## src/rtl/slave_port.sv

```systemverilog
// Serial bus slave: shifts in a 16-bit address (+8-bit data on writes) and bridges to a local memory port.
// Latency: local strobe one cycle after the last address/data bit; read data serialised RD_LAT cycles after s_rd_en.
// Backpressure: master_valid low stalls the write side, master_ready low stalls the read side; sel low aborts.
module slave_port #(
    parameter int ADDR_W = 12,
    parameter int RD_LAT = 1
) (
    input  logic              clk,
    input  logic              rstn,
    input  logic              sel,
    input  logic              mode,
    input  logic              wr_bus,
    input  logic              master_valid,
    output logic              slave_ready,
    output logic              rd_bus,
    output logic              slave_valid,
    input  logic              master_ready,
    output logic [ADDR_W-1:0] s_addr,
    output logic [7:0]        s_wr_data,
    output logic              s_wr_en,
    output logic              s_rd_en,
    input  logic [7:0]        s_rd_data
);

    localparam logic [2:0] IDLE    = 3'd0;
    localparam logic [2:0] ADDR    = 3'd1;
    localparam logic [2:0] WR_DATA = 3'd2;
    localparam logic [2:0] WRITE   = 3'd3;
    localparam logic [2:0] RD_REQ  = 3'd4;
    localparam logic [2:0] RD_WAIT = 3'd5;
    localparam logic [2:0] RD_DATA = 3'd6;
    localparam logic [2:0] DONE    = 3'd7;

    // RD_WAIT counts down from RD_LAT-2 so it lasts RD_LAT-1 cycles
    localparam logic [1:0] WAIT_INIT = (RD_LAT > 1) ? 2'(RD_LAT - 2) : 2'd0;

    logic [2:0]  state;
    logic [4:0]  cnt;
    logic        mode_q;
    logic [15:0] addr_sr;
    logic [7:0]  wd_sr;
    logic [7:0]  rd_sr;
    logic [1:0]  wait_cnt;
    logic [15:0] addr_nxt;
    logic [7:0]  wd_nxt;

    assign addr_nxt = {addr_sr[14:0], wr_bus};
    assign wd_nxt   = {wd_sr[6:0], wr_bus};

    // Handshake and strobe outputs are pure state decodes, so no input reaches them combinationally
    assign slave_ready = (state == ADDR) || (state == WR_DATA);
    assign slave_valid = (state == RD_DATA);
    assign rd_bus      = slave_valid & rd_sr[7];
    assign s_wr_en     = (state == WRITE);
    assign s_rd_en     = (state == RD_REQ);

    // Transaction FSM with its shift registers, bit counter and local address/data holding registers
    always_ff @(posedge clk or negedge rstn) begin
        if (!rstn) begin
            state     <= IDLE;
            cnt       <= 5'd0;
            mode_q    <= 1'b0;
            addr_sr   <= 16'd0;
            wd_sr     <= 8'd0;
            rd_sr     <= 8'd0;
            wait_cnt  <= 2'd0;
            s_addr    <= '0;
            s_wr_data <= 8'd0;
        end else if (state != IDLE && !sel) begin
            // Abort: drop everything in flight, fetched read data included
            state    <= IDLE;
            cnt      <= 5'd0;
            mode_q   <= 1'b0;
            addr_sr  <= 16'd0;
            wd_sr    <= 8'd0;
            rd_sr    <= 8'd0;
            wait_cnt <= 2'd0;
        end else begin
            case (state)
                IDLE: begin
                    if (sel && master_valid) state <= ADDR;
                end
                ADDR: begin
                    if (master_valid) begin
                        addr_sr <= addr_nxt;
                        if (cnt == 5'd0) mode_q <= mode;
                        if (cnt == 5'd15) begin
                            cnt    <= 5'd0;
                            s_addr <= addr_nxt[ADDR_W-1:0];
                            state  <= mode_q ? WR_DATA : RD_REQ;
                        end else begin
                            cnt <= cnt + 5'd1;
                        end
                    end
                end
                WR_DATA: begin
                    if (master_valid) begin
                        wd_sr <= wd_nxt;
                        if (cnt == 5'd7) begin
                            cnt       <= 5'd0;
                            s_wr_data <= wd_nxt;
                            state     <= WRITE;
                        end else begin
                            cnt <= cnt + 5'd1;
                        end
                    end
                end
                WRITE: begin
                    state <= DONE;
                end
                RD_REQ: begin
                    if (RD_LAT == 1) begin
                        rd_sr <= s_rd_data;
                        state <= RD_DATA;
                    end else begin
                        wait_cnt <= WAIT_INIT;
                        state    <= RD_WAIT;
                    end
                end
                RD_WAIT: begin
                    if (wait_cnt == 2'd0) begin
                        rd_sr <= s_rd_data;
                        state <= RD_DATA;
                    end else begin
                        wait_cnt <= wait_cnt - 2'd1;
                    end
                end
                RD_DATA: begin
                    if (master_ready) begin
                        rd_sr <= {rd_sr[6:0], 1'b0};
                        if (cnt == 5'd7) begin
                            cnt   <= 5'd0;
                            state <= DONE;
                        end else begin
                            cnt <= cnt + 5'd1;
                        end
                    end
                end
                DONE: begin
                    cnt     <= 5'd0;
                    mode_q  <= 1'b0;
                    addr_sr <= 16'd0;
                    wd_sr   <= 8'd0;
                    rd_sr   <= 8'd0;
                    state   <= IDLE;
                end
                default: begin
                    state <= IDLE;
                end
            endcase
        end
    end

endmodule

```

## config.mk

```make
export PLATFORM = sky130hd
export DESIGN_NAME = slave_port
export DESIGN_NICKNAME = d
export VERILOG_FILES = /design/src/rtl/slave_port.sv
export SDC_FILE = /design/constraint.sdc
export NUM_CORES = 1
export LEC_CHECK = 0
export BUFFER_PORTS_ARGS = -buffer_cell sky130_fd_sc_hd__buf_2
export CAP_MARGIN = 20
export CORE_MARGIN = 5
export CORE_UTILIZATION = 45
export CTS_CLUSTER_DIAMETER = 30
export CTS_CLUSTER_SIZE = 30
export DETAILED_ROUTE_END_ITERATION = 16
export GPL_TIMING_DRIVEN = 1
export PLACE_DENSITY = 0.66
export SLEW_MARGIN = 20
export SYNTH_ARGS = -nofsm -noshare
export SYNTH_HDL_FRONTEND = slang
export SYNTH_SLANG_ARGS = --single-unit
```

## constraint.sdc

```tcl
create_clock -name clk -period 5.3 [get_ports clk]
set_input_delay 0.265 -clock clk [delete_from_list [all_inputs] [get_ports clk]]
set_output_delay 0.265 -clock clk [all_outputs]
set_load 0.02 [all_outputs]
```

==> results.rst, run 1 <==
.. list-table::
   :header-rows: 1

   * - Metric
     - Value
   * - DR pass1 iterations
     - 4
   * - Via density per instance
     - 5.48
   * - Placement row count
     - 29
   * - Syn nets
     - 322
   * - Library cell with the highest instance count after synthesis
     - dfrtp_1
   * - Largest net degree at the start of global routing
     - 58
   * - Minimum clock period after layout
     - 2.91 ns
   * - Vias in the first global route
     - 2,283
   * - Mean area per synthesized cell
     - 9.89 um^2
   * - Synth warnings
     - 0
   * - Class of the tightest hold or removal check
     - in2async
   * - Setup_tns
     - 0 ns
   * - DIE AREA
     - 8390 um^2
   * - Final design area excluding fillers
     - 3370 um^2
   * - RSZ-0062 raised after global routing
     - no
   * - Cell-by-cell listing of the critical path
     - a21bo_2, a21oi_2, a21oi_1, mux2_1
   * - Area inside the core boundary
     - 6420 um^2
   * - Total Routed Length
     - 6330 um
   * - Total count of max-transition violations in the final report
     - 0
   * - Maximum count of clock buffers along a single path
     - 2
   * - Wire length of the first global-routing pass
     - 10,800 um
   * - Worst slack at placement
     - 2.41 ns
   * - TritonCTS clock tree
     - done
   * - Flop-to-flop setup slack
     - 2.39 ns
   * - Critical Path End Type
     - register
   * - CP Data Required Time
     - 5.52 ns
   * - Violation count after the first detailed-route iteration
     - 166
   * - Commonest cells post-synth
     - dfrtp_1, nand2_1, inv_1
   * - Number of hold-slack violations in the final timing report
     - 0
   * - Post-synth design cell area
     - 3000 um^2
   * - Register area
     - 1430 um^2
   * - Post CTS Setup Buffer Count
     - 0
   * - Result of the run
     - finished clean
   * - Worst IR drop on VDD
     - 203 uV
   * - Fraction of final layout cells with drive strength greater than 1
     - 26.0%
   * - Share of flip-flops with an asynchronous set or reset after synthesis
     - 100%
   * - Clock transition at the register clock pins on the worst setup and hold paths after CTS
     - 0.07 ns
   * - Highest Clock Rate
     - 0.344 GHz
   * - # DRC
     - 0
   * - Vertical extent of the die
     - 91.6 um
   * - CTS-repair resized insts
     - 0
   * - FF+latch count, synth
     - 57
   * - Via count
     - 2,281
   * - Static Leak
     - 1.59 nW
   * - Sum of overflow across all layers after global routing
     - 0
   * - Post-placement cell count
     - 401
   * - GPL Wtd Cong
     - 0.807
   * - Slew headroom
     - 30.6%
   * - Area growth, synth to finish
     - 12.7%
   * - Crit path max-delay cell type
     - a21oi_2
   * - Synth top area cells
     - dfrtp_1, mux2_2, nand2_1
   * - Number of violations of the max-capacitance limit
     - 0
   * - Count of non-filler cells in the finished layout
     - 416
   * - Number of hold buffers added after cts
     - 0
   * - Yosys top cell by area
     - dfrtp_1
   * - Number of enable-type register cells in the synthesized netlist
     - 0
   * - Inserted Clock Buffers
     - 9
   * - Drt wl/cell
     - 15.2 um
   * - Number of different library cells in the post-synthesis netlist
     - 55
   * - Critical path type
     - reg2reg
   * - Antenna Cells
     - 0
   * - Final WS setup
     - 2.39 ns
   * - Die X
     - 91.6 um
   * - Final setup fails
     - 0
   * - Count of clock tree sinks
     - 57
   * - Count of H-tree levels built during CTS
     - 3
   * - Worst-Skew Late Latency
     - 0.33 ns
   * - Layout filler cell count
     - 594
   * - Arrival time worst endpoint
     - 3.12 ns
   * - HPWL reported at the end of detailed placement
     - 4250 um
   * - Area occupied by multi-input gates
     - 1350 um^2
   * - Initial cell density of the core
     - 46.6%
   * - Critical Path Source Type
     - register
   * - Boundary Pins
     - 40
   * - Antenna violations before repair
     - 0
   * - Slew at the pin closest to its max-slew limit
     - 1.04 ns
   * - PnR Total Power
     - 1.52 mW
   * - Yosys top cell area share
     - 47.6%
   * - Prevailing post-synth register cell
     - dfrtp_1
   * - GRT Util Overall
     - 16.0%
   * - Power per Cell Area
     - 451 nW/um^2
   * - PortBufs
     - 39
   * - Sequential fraction of the synthesis area
     - 47.6%
   * - Worst hold-check slack
     - 0.0602 ns
   * - Maximum fanout along the worst path
     - 32
   * - Utilization after layout
     - 52.5%
   * - Syn Inst Count
     - 303
   * - Clk Tree Root Cell
     - clkbuf_8
   * - Number of nets still failing antenna checks after routing
     - 0
   * - Layout Nets
     - 354
   * - Period utilization
     - 54.8%
   * - Final worst clock skew
     - 0.0113 ns
   * - Instance area after placement
     - 3180 um^2
   * - Peak per-stage delay on the critical path
     - 0.78 ns
## where the power goes
group	internal [mW]	switching, mW
Sequential	0.520	0.110
Clock	0.226	0.174
Combinational	0.212	0.278
## layout by cell type (no fill, tap or decap), drive strengths merged, types with 6 or more instances in the layout
master / count
a22oi: 6
clkbuf: 10
mux2i: 7
o21ai: 35
nand3: 13
buf: 40
inv: 27
a21oi: 16
mux2: 20
nand2: 32
nand3b: 6
dfrtp: 57
nor2: 9
## layer usage
metal,global-route usage (%),up-vias,routed length (um)
met4,5.28,0,67
met2,25.9,39,3060
met1,20.7,1111,2980
li1,-,1124,-
met5,0,-,0
met3,4.38,7,214
## cell families after synthesis
kind of cell	synth area share (%)
buffers and inverters	7.18
AND/OR/NAND/NOR	14.7
XOR/XNOR	0.292
AO/OA/AOI/OAI	18.5
adder cells (fa/ha/maj)	1.67
multiplexers	9.98
flip-flops	47.6
## area by class of cell
class                           instances  area share (%)
Tap cell                               77            2.86
Timing Repair Buffer                   40            6.01
Clock inverter                          5            1.67
Clock buffer                           10            4.08
Inverter                               27            3.00
Multi-Input combinational cell        200            40.1
Sequential cell                        57            42.3
## flip-flops by register name, indices dropped and copies added (netlist names)
name	count
addr_sr	11
cnt	5
mode_q	1
rd_sr	8
s_addr	12
s_wr_data	8
state	3
wait_cnt	2
wd_sr	7
## final timing paths
check,to,start,depth (start not counted)
max reg2reg,addr_sr[0],state[2],4
min,cnt[3],rstn,2
max,addr_sr[0],state[2],4
min in group clk,mode_q,mode,3
max in group asynchronous,wait_cnt[0],rstn,2
min reg2reg,s_addr[10],s_addr[10],2
## critical path: cells and delay by family (launching register included)
| kind | cells | cell delay, ns |
|---|---|---|
| AOI/OAI and AO/OA | 3 | 1.66 |
| muxes | 1 | 0.44 |
| DFF | 1 | 0.69 |
(Power assumes the default switching activity.)
==> run 2: changes to the inputs <==
==> constraint.sdc (replaced) <==
create_clock -name clk -period 2.9 [get_ports clk]
set_input_delay 0.145 -clock clk [delete_from_list [all_inputs] [get_ports clk]]
set_output_delay 0.145 -clock clk [all_outputs]
set_load 0.02 [all_outputs]
==> run 2 against run 1 <==
Net effect: design area increased by 2.2%; critical path depth unchanged; register-to-register slack got worse by 1.6 ns; combinational power increased by 96%; worst hold slack got worse by 0.0083 ns; first-iteration DRC count decreased by 49%; die area unchanged; sequential power increased by 78%; non-clock buffer count increased by 5.
==> results.rst, run 2 (synthesis gave the netlist of run 1 again) <==
.. list-table::
   :header-rows: 1

   * - Metric
     - Value
   * - Result of the run
     - finished clean
   * - Drt wl/cell
     - 15.3 um
   * - Worst Hold End
     - mode_q
   * - Top library cells by usage in the layout, fill and taps aside
     - dfrtp_1, buf_2, nand2_1, inv_1, o21ai_0
   * - Violation count after the first detailed-route iteration
     - 85
   * - Most common library cell in the layout ignoring fill and taps
     - dfrtp_1
   * - HPWL reported at the end of detailed placement
     - 4470 um
   * - Layout Nets
     - 359
   * - Maximum fanout along the worst path
     - 25
   * - Highest Clock Rate
     - 0.450 GHz
   * - Worst hold stages
     - 3
   * - Critical Path Source Type
     - register
   * - Via count
     - 2,303
   * - Placement row count
     - 29
   * - Largest registers
     - s_addr x12, addr_sr x11
   * - Worst IR drop on VDD
     - 340 uV
   * - Logic depth of the worst register-to-register path
     - 4
   * - Final worst clock skew
     - 0.00767 ns
   * - TritonCTS clock tree
     - done
   * - Share of total power in the clock network
     - 28.9%
   * - CP Data Required Time
     - 2.76 ns
   * - Part of the power in combinational logic
     - 32.8%
   * - Sum of overflow across all layers after global routing
     - 0
   * - Internal Dissipation
     - 1.87 mW
   * - Final WS setup
     - 0.680 ns
   * - Clock transition at the register clock pins on the worst setup and hold paths after CTS
     - 0.07 ns
   * - Antenna Cells
     - 0
   * - Static Leak
     - 1.63 nW
   * - Utilization after layout
     - 53.7%
   * - Worst slack at placement
     - 0.815 ns
   * - Inserted Clock Buffers
     - 9
   * - Critical path type
     - reg2out
   * - Critical Path End Type
     - primary output
   * - Total Routed Length
     - 6470 um
   * - Via density per instance
     - 5.46
   * - Antenna violations before repair
     - 0
   * - GRT Util Overall
     - 16.4%
   * - Vias in the first global route
     - 2,273
   * - Layout filler cell count
     - 584
   * - Switching portion of total power
     - 36.0%
   * - Total count of max-transition violations in the final report
     - 0
   * - Net Switching
     - 1.05 mW
   * - Largest net degree at the start of global routing
     - 41
   * - DR pass1 iterations
     - 4
   * - Worst-Skew Late Latency
     - 0.34 ns
   * - Minimum clock period after layout
     - 2.22 ns
   * - GPL Wtd Cong
     - 0.839
   * - Number of hold-slack violations in the final timing report
     - 0
   * - Clk Tree Root Cell
     - clkbuf_8
   * - Vertical extent of the die
     - 91.6 um
   * - Post CTS Setup Buffer Count
     - 0
   * - Initial cell density of the core
     - 46.6%
   * - Fraction of final layout cells with drive strength greater than 1
     - 27.0%
   * - Area inside the core boundary
     - 6420 um^2
   * - RSZ-0062 raised after global routing
     - no
   * - Register ranked first by flip-flop count
     - s_addr
   * - Crit Reg-Reg Startpoint
     - state[2]
   * - Power per Cell Area
     - 849 nW/um^2
   * - Final setup fails
     - 0
   * - Setup_tns
     - 0 ns
   * - Area growth, synth to finish
     - 15.1%
   * - # DRC
     - 0
   * - Fraction of power consumed by sequential logic
     - 38.3%
   * - Period utilization
     - 76.6%
   * - Maximum count of clock buffers along a single path
     - 2
   * - Die X
     - 91.6 um
   * - Number of violations of the max-capacitance limit
     - 0
   * - DIE AREA
     - 8390 um^2
   * - Wire length of the first global-routing pass
     - 11,000 um
   * - Flip-flop count of the largest register, all copies and words added
     - 12
   * - Worst r2r dst
     - wd_sr[0]
   * - Boundary Pins
     - 40
   * - Slew at the pin closest to its max-slew limit
     - 0.859 ns
   * - Flop-to-flop setup slack
     - 0.78 ns
   * - PortBufs
     - 39
   * - Hold path startpoint
     - mode
   * - Count of clock tree sinks
     - 57
   * - PnR Total Power
     - 2.93 mW
   * - Number of nets still failing antenna checks after routing
     - 0
   * - Count of H-tree levels built during CTS
     - 3
   * - Slew headroom
     - 42.7%
   * - Class of the tightest hold or removal check
     - in2reg
   * - Arrival time worst endpoint
     - 2.08 ns
[run 2: cell count changes in the layout (fill, tap and decap cells not counted)]
cell / before / now
bufinv_16: 1 / 2
buf_4: 1 / 5
dlygate4sd3_1: 0 / 1
clkinv_2: 2 / 1
inv_6: 0 / 1
[run 2: worst max-delay path by stage]
| stage | from | endpoint | slack [ns] |
|---|---|---|---|
| floorplan | state[0] | wd_sr[0] | 1.24 |
| global placement | state[2] | addr_sr[0] | 0.89 |
| detailed placement | state[1] | s_wr_data[1] | 0.81 |
| CTS | state[1] | rd_bus | 0.69 |
| global route | state[1] | rd_bus | 0.55 |
| finish | state[1] | rd_bus | 0.68 |
[run 2: worst max-delay path, stage by stage, from the launching register on]
cell	delay [ns]
dfrtp_1	0.80
inv_1	0.31
nor2_1	0.21
and3_1	0.23
buf_2	0.18
[run 2: what timing repair did]
action	4_1_cts	5_1_grt
hold buffers	1	0
gates resized for setup	0	0
endpoints found under the hold margin	17	0
[run 2: power by group through the flow]
stage               clock network, mW  logic, mW  registers, mW
floorplan                           0      0.847           1.04
global route                    0.902       1.06           1.15
finish                          0.846      0.961           1.12
CTS                             0.865      0.964           1.12
detailed placement                  0      0.956           1.13
global placement                    0      0.940           1.13
[run 2: metal layers]
layer,track usage [%],up-vias,routed length [um]
met3,3.80,19,254
li1,-,1137,-
met1,21.3,1108,3010
met4,9.92,0,208
met2,24.8,39,3000
met5,0,-,0
[run 2: through the flow]
| step | std cells | area [um^2] | hold WS (ns) |
|---|---|---|---|
| 2_1_floorplan | 303 | 3000 | -0.151 |
| 3_3_place_gp | 405 | 3210 | 0.106 |
| 3_5_place_dp | 405 | 3210 | 0.108 |
| 4_1_cts | 422 | 3450 | 0.0458 |
| 5_1_grt | 422 | 3450 | 0.0508 |
| 6_report | 422 | 3450 | 0.0519 |
[run 2: area by class of cell]
class / count / area [um^2] / area share (%)
inverter: 27 / 101 / 2.94
clock buffer: 10 / 138 / 3.99
timing repair buffer: 45 / 243 / 7.04
sequential: 57 / 1430 / 41.4
tap: 77 / 96.3 / 2.79
clock inverter: 6 / 90.1 / 2.61
multi-input combinational: 200 / 1350 / 39.3
==> run 3: changes to the inputs <==
==> constraint.sdc (replaced) <==
create_clock -name clk -period 2.19 [get_ports clk]
set_input_delay 0.1095 -clock clk [delete_from_list [all_inputs] [get_ports clk]]
set_output_delay 0.1095 -clock clk [all_outputs]
set_load 0.02 [all_outputs]
==> run 3 against run 2 <==
Net effect: worst setup slack lost 0.34 ns; cell count grew 0.71%; die area is the same; clock skew grew 0.0062 ns; power grew 33%; register-to-register slack lost 0.39 ns; critical path depth is the same; clock power grew 32%; sequential power grew 28%; via count shrank 0.69%; combinational power grew 40%; sequential cell count is the same; largest cell class unchanged.
==> results.rst, run 3 (synthesis gave the netlist of run 1 again) <==
.. list-table::
   :header-rows: 1

   * - Metric
     - Value
   * - Result of the run
     - finished clean
   * - Static Leak
     - 1.64 nW
   * - Global-route met1 utilization
     - 23.3%
   * - Sum of overflow across all layers after global routing
     - 0
   * - Inserted Clock Buffers
     - 9
   * - Number of buffers and inverters on the critical path
     - 2
   * - Area occupied by multi-input gates
     - 1350 um^2
   * - Final worst clock skew
     - 0.0138 ns
   * - Top library cells by usage in the layout, fill and taps aside
     - dfrtp_1, buf_2, nand2_1, inv_1, o21ai_0
   * - TritonCTS clock tree
     - done
   * - Critical Path End Type
     - primary output
   * - RSZ-0062 raised after global routing
     - no
   * - Worst hold-check slack
     - 0.0253 ns
   * - CP Data Required Time
     - 2.08 ns
   * - GPL Wtd Cong
     - 0.859
   * - Slew at the pin closest to its max-slew limit
     - 0.711 ns
   * - Global-route track usage on met2
     - 26.4%
   * - Power per Cell Area
     - 1130 nW/um^2
   * - Post CTS Setup Buffer Count
     - 0
   * - Initial cell density of the core
     - 46.6%
   * - Crit Reg-Reg Startpoint
     - state[1]
   * - Number of hold buffers added after cts
     - 1
   * - Class of the tightest hold or removal check
     - in2reg
   * - Total count of max-transition violations in the final report
     - 0
   * - PortBufs
     - 39
   * - Flop-to-flop setup slack
     - 0.39 ns
   * - Placement row count
     - 29
   * - DIE AREA
     - 8390 um^2
   * - Die X
     - 91.6 um
   * - Number of hold-slack violations in the final timing report
     - 0
   * - Number of violations of the max-capacitance limit
     - 0
   * - Cell-by-cell listing of the critical path
     - inv_1, nor2_1, and3_1, buf_2
   * - Area inside the core boundary
     - 6420 um^2
   * - Final setup fails
     - 0
   * - Via count
     - 2,287
   * - Most common library cell in the layout ignoring fill and taps
     - dfrtp_1
   * - Arrival time worst endpoint
     - 1.74 ns
   * - Boundary Pins
     - 40
   * - CTS-repair resized insts
     - 0
   * - Slew headroom
     - 52.6%
   * - Flip-flop count of the largest register, all copies and words added
     - 12
   * - Worst r2r dst
     - rd_sr[3]
   * - Critical Path Source Type
     - register
   * - Critical path startpoint
     - state[1]
   * - Minimum clock period after layout
     - 1.85 ns
   * - Count of clock tree sinks
     - 57
   * - Critical path type
     - reg2out
   * - HPWL reported at the end of detailed placement
     - 4480 um
   * - DR pass1 iterations
     - 4
   * - # DRC
     - 0
   * - Vias in the first global route
     - 2,298
   * - Peak per-stage delay on the critical path
     - 0.61 ns
   * - Total Routed Length
     - 6470 um
   * - Maximum fanout along the worst path
     - 15
   * - Count of H-tree levels built during CTS
     - 3
   * - Area growth, synth to finish
     - 15.8%
   * - Met3 track demand over resource
     - 5.37%
   * - Register ranked first by flip-flop count
     - s_addr
   * - GRT Util Overall
     - 17.3%
   * - GRT Max-Usage Layer
     - met2
   * - Number of nets still failing antenna checks after routing
     - 0
   * - Largest net degree at the start of global routing
     - 58
   * - Clk Tree Root Cell
     - clkbuf_8
   * - Layout filler cell count
     - 575
   * - Crit path max-delay cell type
     - dfrtp_1
   * - Violation count after the first detailed-route iteration
     - 104
   * - Largest registers
     - s_addr x12, addr_sr x11
   * - Via density per instance
     - 5.38
   * - PnR Total Power
     - 3.91 mW
   * - Antenna Cells
     - 0
   * - Antenna violations before repair
     - 0
   * - Period utilization
     - 84.6%
   * - Drt wl/cell
     - 15.2 um
   * - Logic depth of the worst register-to-register path
     - 4
   * - Worst Setup EP
     - rd_bus
   * - Cell type group with the largest total delay on the critical path
     - flip-flops
   * - Worst IR drop on VDD
     - 604 uV
   * - Wire length of the first global-routing pass
     - 11,500 um
   * - Total stage count of the critical path
     - 4
   * - Worst-Skew Late Latency
     - 0.34 ns
   * - Setup_tns
     - 0 ns
   * - Vertical extent of the die
     - 91.6 um
   * - Register area
     - 1430 um^2
   * - Utilization after layout
     - 54.0%
   * - Highest Clock Rate
     - 0.540 GHz
   * - Layout Nets
     - 362
   * - Maximum count of clock buffers along a single path
     - 2
   * - Clock transition at the register clock pins on the worst setup and hold paths after CTS
     - 0.07 ns
   * - Fraction of final layout cells with drive strength greater than 1
     - 27.6%
==> run 3: cell type report <==
class / count / share of cell area, %
Clock buffer: 10 / 3.97
Multi-Input combinational cell: 200 / 39.0
Clock inverter: 6 / 2.56
Tap cell: 77 / 2.78
Timing Repair Buffer: 48 / 7.65
Sequential cell: 57 / 41.1
Inverter: 27 / 2.92
==> run 3: worst min path at each step <==
stage,endpoint,slack (ns),depth (start not counted),start
5_1_grt,s_addr[0],0.01,2,wr_bus
6_report,s_addr[0],0.03,2,wr_bus
2_1_floorplan,addr_sr[0],-0.19,0,rstn
3_3_place_gp,state[0],0.30,2,rstn
3_5_place_dp,state[0],0.30,2,rstn
4_1_cts,s_addr[0],0.01,2,wr_bus
==> run 3: through the flow <==
stage	cells	area (um^2)	setup slack (ns)
global route	425	3470	0.203
finish	425	3470	0.338
global placement	408	3230	0.459
CTS	425	3470	0.332
detailed placement	408	3230	0.389
floorplan	303	3000	0.529
==> run 3: per-layer routing <==
layer  up-vias  share of wire, %
li1       1142                 -
met1      1099                47
met2        36                47
met3        10               4.0
met4         0               1.8
met5         -                 0
==> run 3: power by group <==
group	switching [mW]	internal, mW	leakage, nW
Combinational	0.782	0.572	0.760
Sequential	0.175	1.26	0.770
Clock	0.446	0.673	0.109
Total	1.40	2.50	1.64
==> run 3: worst reg2reg max path, stage by stage, from the launching register on <==
cell	delay, ns
dfrtp_1	0.61
buf_4	0.25
o21ai_1	0.12
a21oi_4	0.33
mux2_2	0.38
